$ cat src/rtl/serial_frame_tx_pkg.sv
// Shared constants for the serial frame transmitter and the demux controller:
// field widths, line levels and the frame state encoding.
package serial_frame_tx_pkg;

    localparam int PORT_W_DEF = 2;
    localparam int CNT_W_DEF  = 4;

    localparam logic LINE_IDLE_LVL = 1'b1;
    localparam logic START_BIT     = 1'b0;

    typedef enum logic [2:0] {
        ST_IDLE  = 3'd0,
        ST_ARMED = 3'd1,
        ST_START = 3'd2,
        ST_PORT  = 3'd3,
        ST_COUNT = 3'd4,
        ST_DATA  = 3'd5
    } frame_state_t;

    function automatic int max_int(input int a, input int b);
        return (a > b) ? a : b;
    endfunction

endpackage

$ cat src/rtl/serial_frame_tx_frame_bit_counter.sv
// Loadable down-counter used to count the bits remaining in a frame field.
// A load wins over counting; counting stops at zero.
module frame_bit_counter #(
    parameter int W = 4
) (
    input  logic         clk,
    input  logic         rst,
    input  logic         en,
    input  logic         load,
    input  logic [W-1:0] load_val,
    output logic [W-1:0] count,
    output logic         zero
);

    always_ff @(posedge clk) begin
        if (!rst) begin
            count <= '0;
        end else if (load) begin
            count <= load_val;
        end else if (en && (count != '0)) begin
            count <= count - W'(1);
        end
    end

    assign zero = (count == '0);

endmodule

$ cat src/rtl/serial_frame_tx.sv
// Serialises a (port, length, payload) request onto one line as
// start bit, port MSB-first, length MSB-first, payload LSB-first.
module serial_frame_tx
    import serial_frame_tx_pkg::*;
#(
    parameter int   PORT_W   = PORT_W_DEF,
    parameter int   CNT_W    = CNT_W_DEF,
    parameter int   DATA_W   = 15,
    parameter logic IDLE_LVL = LINE_IDLE_LVL
) (
    input  logic              clk,
    input  logic              rst,
    input  logic              bit_en,
    input  logic              start,
    input  logic [PORT_W-1:0] port_in,
    input  logic [CNT_W-1:0]  len_in,
    input  logic [DATA_W-1:0] data_in,
    output logic              ser_out,
    output logic              ready,
    output logic              busy,
    output logic              done
);

    localparam int CW = max_int(PORT_W, CNT_W);
    localparam logic [CW-1:0] PORT_LAST = CW'(PORT_W - 1);
    localparam logic [CW-1:0] CNT_LAST  = CW'(CNT_W - 1);

    frame_state_t state, state_n;

    // Shift copies are loaded once on accept and only consumed afterwards,
    // so the request inputs have no influence once a frame is under way.
    logic [PORT_W-1:0] port_sh, port_sh_n;
    logic [CNT_W-1:0]  len_q, len_q_n;
    logic [CNT_W-1:0]  len_sh, len_sh_n;
    logic [DATA_W-1:0] data_sh, data_sh_n;
    logic              ser_q, ser_n;
    logic              done_q, done_n;

    logic              cnt_load;
    logic [CW-1:0]     cnt_val;
    logic [CW-1:0]     cnt;
    logic              cnt_zero;

    frame_bit_counter #(.W(CW)) u_bit_counter (
        .clk      (clk),
        .rst      (rst),
        .en       (bit_en),
        .load     (cnt_load),
        .load_val (cnt_val),
        .count    (cnt),
        .zero     (cnt_zero)
    );

    always_ff @(posedge clk) begin
        if (!rst) begin
            state   <= ST_IDLE;
            port_sh <= '0;
            len_q   <= '0;
            len_sh  <= '0;
            data_sh <= '0;
            ser_q   <= IDLE_LVL;
            done_q  <= 1'b0;
        end else begin
            state   <= state_n;
            port_sh <= port_sh_n;
            len_q   <= len_q_n;
            len_sh  <= len_sh_n;
            data_sh <= data_sh_n;
            ser_q   <= ser_n;
            done_q  <= done_n;
        end
    end

    // The line value is decided one edge ahead so every output is a flop.
    always_comb begin
        state_n   = state;
        port_sh_n = port_sh;
        len_q_n   = len_q;
        len_sh_n  = len_sh;
        data_sh_n = data_sh;
        ser_n     = ser_q;
        done_n    = 1'b0;
        cnt_load  = 1'b0;
        cnt_val   = '0;

        case (state)
            ST_IDLE: begin
                ser_n = IDLE_LVL;
                if (start) begin
                    state_n   = ST_ARMED;
                    port_sh_n = port_in;
                    len_q_n   = len_in;
                    len_sh_n  = len_in;
                    data_sh_n = data_in;
                end
            end
            ST_ARMED: begin
                if (bit_en) begin
                    state_n = ST_START;
                    ser_n   = START_BIT;
                end
            end
            ST_START: begin
                if (bit_en) begin
                    state_n   = ST_PORT;
                    ser_n     = port_sh[PORT_W-1];
                    port_sh_n = port_sh << 1;
                    cnt_load  = 1'b1;
                    cnt_val   = PORT_LAST;
                end
            end
            ST_PORT: begin
                if (bit_en) begin
                    if (cnt_zero) begin
                        state_n  = ST_COUNT;
                        ser_n    = len_sh[CNT_W-1];
                        len_sh_n = len_sh << 1;
                        cnt_load = 1'b1;
                        cnt_val  = CNT_LAST;
                    end else begin
                        ser_n     = port_sh[PORT_W-1];
                        port_sh_n = port_sh << 1;
                    end
                end
            end
            ST_COUNT: begin
                if (bit_en) begin
                    if (!cnt_zero) begin
                        ser_n    = len_sh[CNT_W-1];
                        len_sh_n = len_sh << 1;
                    end else if (len_q != '0) begin
                        state_n   = ST_DATA;
                        ser_n     = data_sh[0];
                        data_sh_n = data_sh >> 1;
                        cnt_load  = 1'b1;
                        cnt_val   = CW'(len_q) - CW'(1);
                    end else begin
                        state_n = ST_IDLE;
                        ser_n   = IDLE_LVL;
                        done_n  = 1'b1;
                    end
                end
            end
            ST_DATA: begin
                if (bit_en) begin
                    if (cnt_zero) begin
                        state_n = ST_IDLE;
                        ser_n   = IDLE_LVL;
                        done_n  = 1'b1;
                    end else begin
                        ser_n     = data_sh[0];
                        data_sh_n = data_sh >> 1;
                    end
                end
            end
            default: begin
                state_n = ST_IDLE;
                ser_n   = IDLE_LVL;
            end
        endcase
    end

    assign ser_out = ser_q;
    assign done    = done_q;
    assign ready   = (state == ST_IDLE);
    assign busy    = (state != ST_IDLE);

endmodule

$ cat config.mk
export PLATFORM = sky130hd
export DESIGN_NAME = serial_frame_tx
export DESIGN_NICKNAME = d
export VERILOG_FILES = /design/src/rtl/serial_frame_tx_pkg.sv /design/src/rtl/serial_frame_tx_frame_bit_counter.sv /design/src/rtl/serial_frame_tx.sv
export SDC_FILE = /design/constraint.sdc
export NUM_CORES = 1
export LEC_CHECK = 0
export CAP_MARGIN = 15
export CORE_MARGIN = 1
export CORE_UTILIZATION = 55
export DETAILED_ROUTE_END_ITERATION = 8
export MAX_ROUTING_LAYER = met4
export PLACE_DENSITY = 0.84
export SYNTH_ARGS = -nofsm -noshare
export SYNTH_HDL_FRONTEND = slang
export SYNTH_SLANG_ARGS = --single-unit
$ cat constraint.sdc
create_clock -name clk -period 3 [get_ports clk]
set_clock_uncertainty 0.2 [all_clocks]
set_input_delay 0.6 -clock clk [delete_from_list [all_inputs] [get_ports clk]]
set_output_delay 0.6 -clock clk [all_outputs]
set_load 0.03 [all_outputs]
Yosys cells after proc, flatten, opt, wreduce, memory -nomap -nowiden
Cells that the tools add are included.
- bits in registers: 34
- input port bits: 25
- output and inout bits: 4
- word-level logic and storage cells: 103
- add/subtract/negate cells: 2
- eq/ne operators: 18
- muxes and demuxes: 59
- reductions and logical operators: 16
- operators by type and width (kind ; count):
    15-bit 2-to-1 mux ; 6
    15-bit case mux with 3 select lines ; 1
    4-bit 2-to-1 mux ; 10
    3-bit 2-to-1 mux ; 10
    2-bit inequality test, second input constant ; 13
    4-bit case mux with 3 select lines ; 2
    1-bit 2-to-1 mux ; 19
    3-bit case mux with 6 select lines ; 1
    2-bit 2-to-1 mux ; 6
    3-bit nonzero test ; 4
    5-bit AND reduction ; 2
    9-bit AND reduction ; 1
    4-bit nonzero test ; 2
    4-bit by 1-bit subtractor with 4-bit output, second input constant ; 2
    7-bit AND reduction ; 1
    3-bit by 2-bit == test with 1-bit output, second input constant ; 2
    3-bit == test, second input constant ; 2
    2-bit case mux with 3 select lines ; 1
    6-bit AND reduction ; 1
    1-bit case mux with 5 select lines ; 1
    4-bit logical NOT ; 1
    3-bit by 1-bit == test with 1-bit output, second input constant ; 1
    3-bit logical NOT ; 1
    1-bit case mux with 3 select lines ; 1
    other kinds (4) ; 4

Depth between registers and ports, before layout
- depth after elaboration: 6
- gate-level depth with buffers: 9
- gate-level depth less buffers: 6

By module
From an unflattened synthesis, not the netlist that was laid out.
- cells, all modules: 237
- area, all modules: 2072.0 µm²
- modules (own cells, without submodules) (module ; times used ; cells each ; area each (µm²) ; sequential area each (µm²)):
    serial_frame_tx ; 1 ; 206 ; 1815.5 ; 600.6
    frame_bit_counter ; 1 ; 31 ; 256.5 ; 80.1

Worst setup path after synthesis
OpenSTA, ideal clock, no wires.
- path type: register -> register
- from: register u_bit_counter.count[0]
- to: register len_sh[1]
- setup time: 0.123 ns
- arrival: 1.870 ns
- required time: 2.677 ns
- path slack: 0.807 ns
- cell stages (with the launch flop): 9
- path buffers: 2
- clock period less this slack: 2.193 ns
- cells stage by stage: dfxtp_1 > inv_1 > ha_1 > or3b_1 > buf_6 > buf_8 > or3_4 > a221oi_1 > nor3_1
- longest elaborated chain between the ends: 3
- elaborated cells on any way between the ends: 4
- those cells by class: eq/ne (2); reduce/logical (2)
- RTL lines (element ; line ; RTL):
    start, declared ; serial_frame_tx_frame_bit_counter.sv:11 ; output logic [W-1:0] count,
    start signal, assigned ; serial_frame_tx_frame_bit_counter.sv:19 ; count <= load_val;
    start signal, assigned ; serial_frame_tx_frame_bit_counter.sv:21 ; count <= count - W'(1);
    4-bit logical NOT (*) ; serial_frame_tx_frame_bit_counter.sv:25 ; assign zero = (count == '0);
    2-bit inequality test (no line) ; n/a ;
    6-bit AND reduction (no line) (*) ; n/a ;
    end signal, assigned ; serial_frame_tx.sv:67 ; len_sh <= len_sh_n;
    end, declared ; serial_frame_tx.sv:34 ; logic [CNT_W-1:0] len_sh, len_sh_n;
Mark *: on every way between the ends. The rest lies on a longest branch, timed or not.
A chain may end at the register's enable or synchronous reset.

Worst setup path in the final report
- from: register state[1]
- to: output port ready
- longest elaborated chain between the ends: 1
- RTL lines (element ; line ; RTL):
    start, declared ; serial_frame_tx.sv:28 ; frame_state_t state, state_n;
    start signal, assigned ; serial_frame_tx.sv:64 ; state <= state_n;
    3-bit logical NOT ; serial_frame_tx.sv:165 ; assign ready = (state == ST_IDLE);
    end, declared ; serial_frame_tx.sv:19 ; output logic ready,
Every way passes these cells.

==> summary.md <==
| Metric | Value |
|---|---|
| Vias in the first global route | about 1,800 |
| Total power | roughly 2.4 mW |
| Post-route DRC violation count | 0 |
| Port Buf Inserts | 28 |
| Leading area contributor after synthesis | dfxtp_1 |
| Min-delay src | data_sh[6]$_SDFFE_PN0P_ |
| Worst skew pair latency | between 0.2 and 0.3 ns |
| Worst Hold Depth | 2 |
| R2r worst-path depth | 6 |
| Final period utilization | just under 90% |
| Adder-cell area share of the yosys netlist | approximately 1.8% |
| Mapped Area | 2100 um2 |
| CTS HTree Levels | 2 |
| Setup TNS | 0 ns |
| WL/cell | 14.3 um |
| Area grow syn2layout | 19.9% |
| Syn Nets | between 200 and 300 |
| Worst-path cell chain | nor2_1, nand2_1, inv_1, clkdlybuf4s50_1 |
| Starting Density | 57.5% |
| Row cnt | 22 |
| Max cap viols | 0 |
| Outcome | complete, no violations |
| DIE AREA | slightly above 4000 um2 |
| Startpoint Class | flip-flop |
| First-pass GRT wire length | 8.00 mm |
| Seq/Total Area, Yosys | 32.4% |
| Cell variety after synth | 56 |
| Xor/xnor cell area share of the yosys netlist | ~1.2% |
| Hold WC Path Type | flip-flop to flip-flop |
| Setup ws final | just under 0.4 ns |
| Reg2reg setup slack | between 0.4 and 0.5 ns |
| Asr flop ratio synth | 0% |
| Lkg Pwr | between 1 and 1.5 nW |
| Final wirelength | roughly 4.7 mm |
| R2R Path Start | u_bit_counter.count[1]$_SDFFE_PN0P_ |
| Clock buffer depth | 2 |
| CTS clk-pin slew, worst paths | approximately 0.070 ns |
| Power Dens Cells | 938 nW/um2 |
| #FFs+latches synth | 34 |
| CTS tree | built |
| Number of instances in the placed design | ~320 |
| CP Data Required Time | between 2 and 2.5 ns |
| RSZ-0062 raised after global routing | false |
| Syn Inst Count | around 250 |
| Final instance area | approximately 2500 um2 |
| Worst setup EP type | primary output |
| CP Max Fanout | 4 |
| Metal2 WL | between 2 and 2.5 mm |
| Worst EP arrival | ~1.8 ns |
| Die Ht | 63.8 um |
| Fmax | 384 MHz |
| Metal-1 WL | about 2.1 mm |
| Synthesized area per cell | 8.28 um2 |
| Post-synth EDFFs | 0 |
| Final Hold Viols | 0 |
| CTS Buf Count | 5 |
| Min-Delay Endpoint | data_sh[6]$_SDFFE_PN0P_ |
| Largest net degree at the start of global routing | 26 |
| Maximum VDD drop | 0.391 mV |
| Grt total ovfl | 0 |
| Filler cell count | 307 |
| # hold bufs at CTS | 0 |
| Vias | 1,954 |
| Layout cells sized above 1 | ~16% |
| Root buffer cell | clkbuf_8 |
| Post-CTS Setup Bufs | 0 |
| Max_slew headroom | 48.8% |
| Final #Nets | just over 300 |
| Via-to-Cell Ratio | between 5 and 6 |
| Die Wd | ~64 um |
| Most frequent cells after synthesis | nand2_1, dfxtp_1, a21oi_1, mux2_2, mux2i_1 |
| CP peak stage delay | 0.68 ns |
| Top post-synthesis cells by area | dfxtp_1, mux2_2, nand2_1 |
| Post-Layout Cell Count | ~330 |
| Gp weighted congestion | between 0.8 and 0.9 |
| Most common cell in the synthesized netlist | nand2_1 |
| Compound-cell area share of the yosys netlist | around 18% |
| ANT cells | 0 |
| Routed Antenna Nets | 0 |
| Yosys top cell area share | between 30% and 40% |
| Mux contribution to synthesized area | between 10% and 20% |
| Boundary Pins | 29 |
| Main synth FF type | dfxtp_1 |
| Slowest-stage cell, CP | clkdlybuf4s50_1 |
| Cell Area, Placed | 2430 um2 |
| First-pass iteration count of the detailed router | 4 |
| Slew Limit Fails | 0 |
| Core Area | 3660 um2 |
| Slew of the pin with the lowest slew margin | slightly below 0.8 ns |
| Metal3 WL | 271 um |
| Clock sinks | 34 |
| Final setup violation count | 0 |
| Initial antenna violation count | 0 |
| Post-layout minimum cycle time | around 2.6 ns |
| Largest family of logic cells by synthesized area | simple AND/OR/NAND/NOR gates |
| Dpl ws | 0.349 ns |
| Terminus of the critical flop-to-flop path | port_sh[0]$_SDFFE_PN0P_ |
| Setup Crit Path Kind | flip-flop to primary output |
| Post-synthesis simple-gate area fraction | around a quarter |
| Warnings from Yosys | 0 |
| GRT Total Usage | about 26% |
| Uppermost layer routed | met4 |
| Cells resized by post-CTS repair | 0 |
| Detail Placement HPWL | 3.22 mm |
| Initial DRC Count | about 160 |
[final cells by class]
type                            count  area [um2]  area share, %
Tap cell                           48        60.1           2.38
Multi-Input combinational cell    190        1280           50.8
Clock inverter                      2        12.5          0.496
Inverter                            9        33.8           1.34
Sequential cell                    34         681           27.0
Timing Repair Buffer               40         370           14.7
Clock buffer                        6        82.6           3.28
[sequential cells by signal, indices dropped and copies added, names as in the netlist]
name,flops
state,3
ser_out,1
len_sh,4
data_sh,15
port_sh,2
done,1
len_q,4
u_bit_counter.count,4
[worst max path at each step]
stage | from | cells past startpoint | slack (ns) | end
5_1_grt | state[1]$_SDFFE_PN0P_ | 4 | 0.32 | ready
2_1_floorplan | u_bit_counter.count[0]$_SDFFE_PN0P_ | 8 | 0.81 | len_sh[1]$_SDFFE_PN0P_
3_3_place_gp | bit_en | 5 | 0.40 | len_sh[3]$_SDFFE_PN0P_
4_1_cts | state[1]$_SDFFE_PN0P_ | 4 | 0.40 | ready
3_5_place_dp | bit_en | 5 | 0.35 | port_sh[0]$_SDFFE_PN0P_
6_report | state[1]$_SDFFE_PN0P_ | 4 | 0.39 | ready
[metal layers]
layer  vias up  global-route usage, %
li1        970                      -
met1       911                   33.1
met2        62                   39.5
met3        11                   5.36
met4         0                   10.5
met5         -                      -
[through the flow]
step / hold WS, ns / util (%)
after global placement: 0.243 / 66.3
after detailed placement: 0.251 / 66.3
after global routing: 0.290 / 68.9
after CTS: 0.263 / 68.9
final: 0.261 / 68.9
after floorplan: 0.236 / -
[critical path, delay by kind of cell, from the launching register on]
kind	cells	cell delay [ns]
buf+inv	2	0.80
flops	1	0.31
simple gates	2	0.39
[placed cells by master, fill, tap and decap left out, types with 2 or more instances in the layout]
cell	n
a31oi_1	2
a211oi_1	3
nor3_1	13
a211o_1	2
a21oi_1	21
nand3_1	3
nor3b_1	4
mux2i_1	14
a2111oi_0	2
buf_4	12
mux2_2	15
dfxtp_1	34
and3_1	5
nand4_1	2
nand2b_1	4
clkbuf_8	6
a221oi_1	3
o221ai_1	2
a32oi_1	2
clkdlybuf4s50_1	28
nor2_1	8
inv_1	9
nor4_1	2
ha_1	3
o31ai_1	2
or3b_2	2
nand3b_1	2
xnor2_1	2
nand2_1	45
nor2b_1	2
o21ai_0	3
[power by group]
part,internal [mW],switching (mW),leakage [nW]
clock,0.184,0.177,0.0472
combinational,0.569,0.734,0.689
sequential,0.604,0.0952,0.279
total,1.36,1.01,1.02
[kinds of logic after synthesis]
group,count (synthesis)
multiplexers,29
adder cells (fa/ha/maj),3
AND/OR/NAND/NOR,101
XOR/XNOR,3
flip-flops,34
buffers and inverters,30
AO/OA/AOI/OAI,54
(Power assumes the default switching activity.)
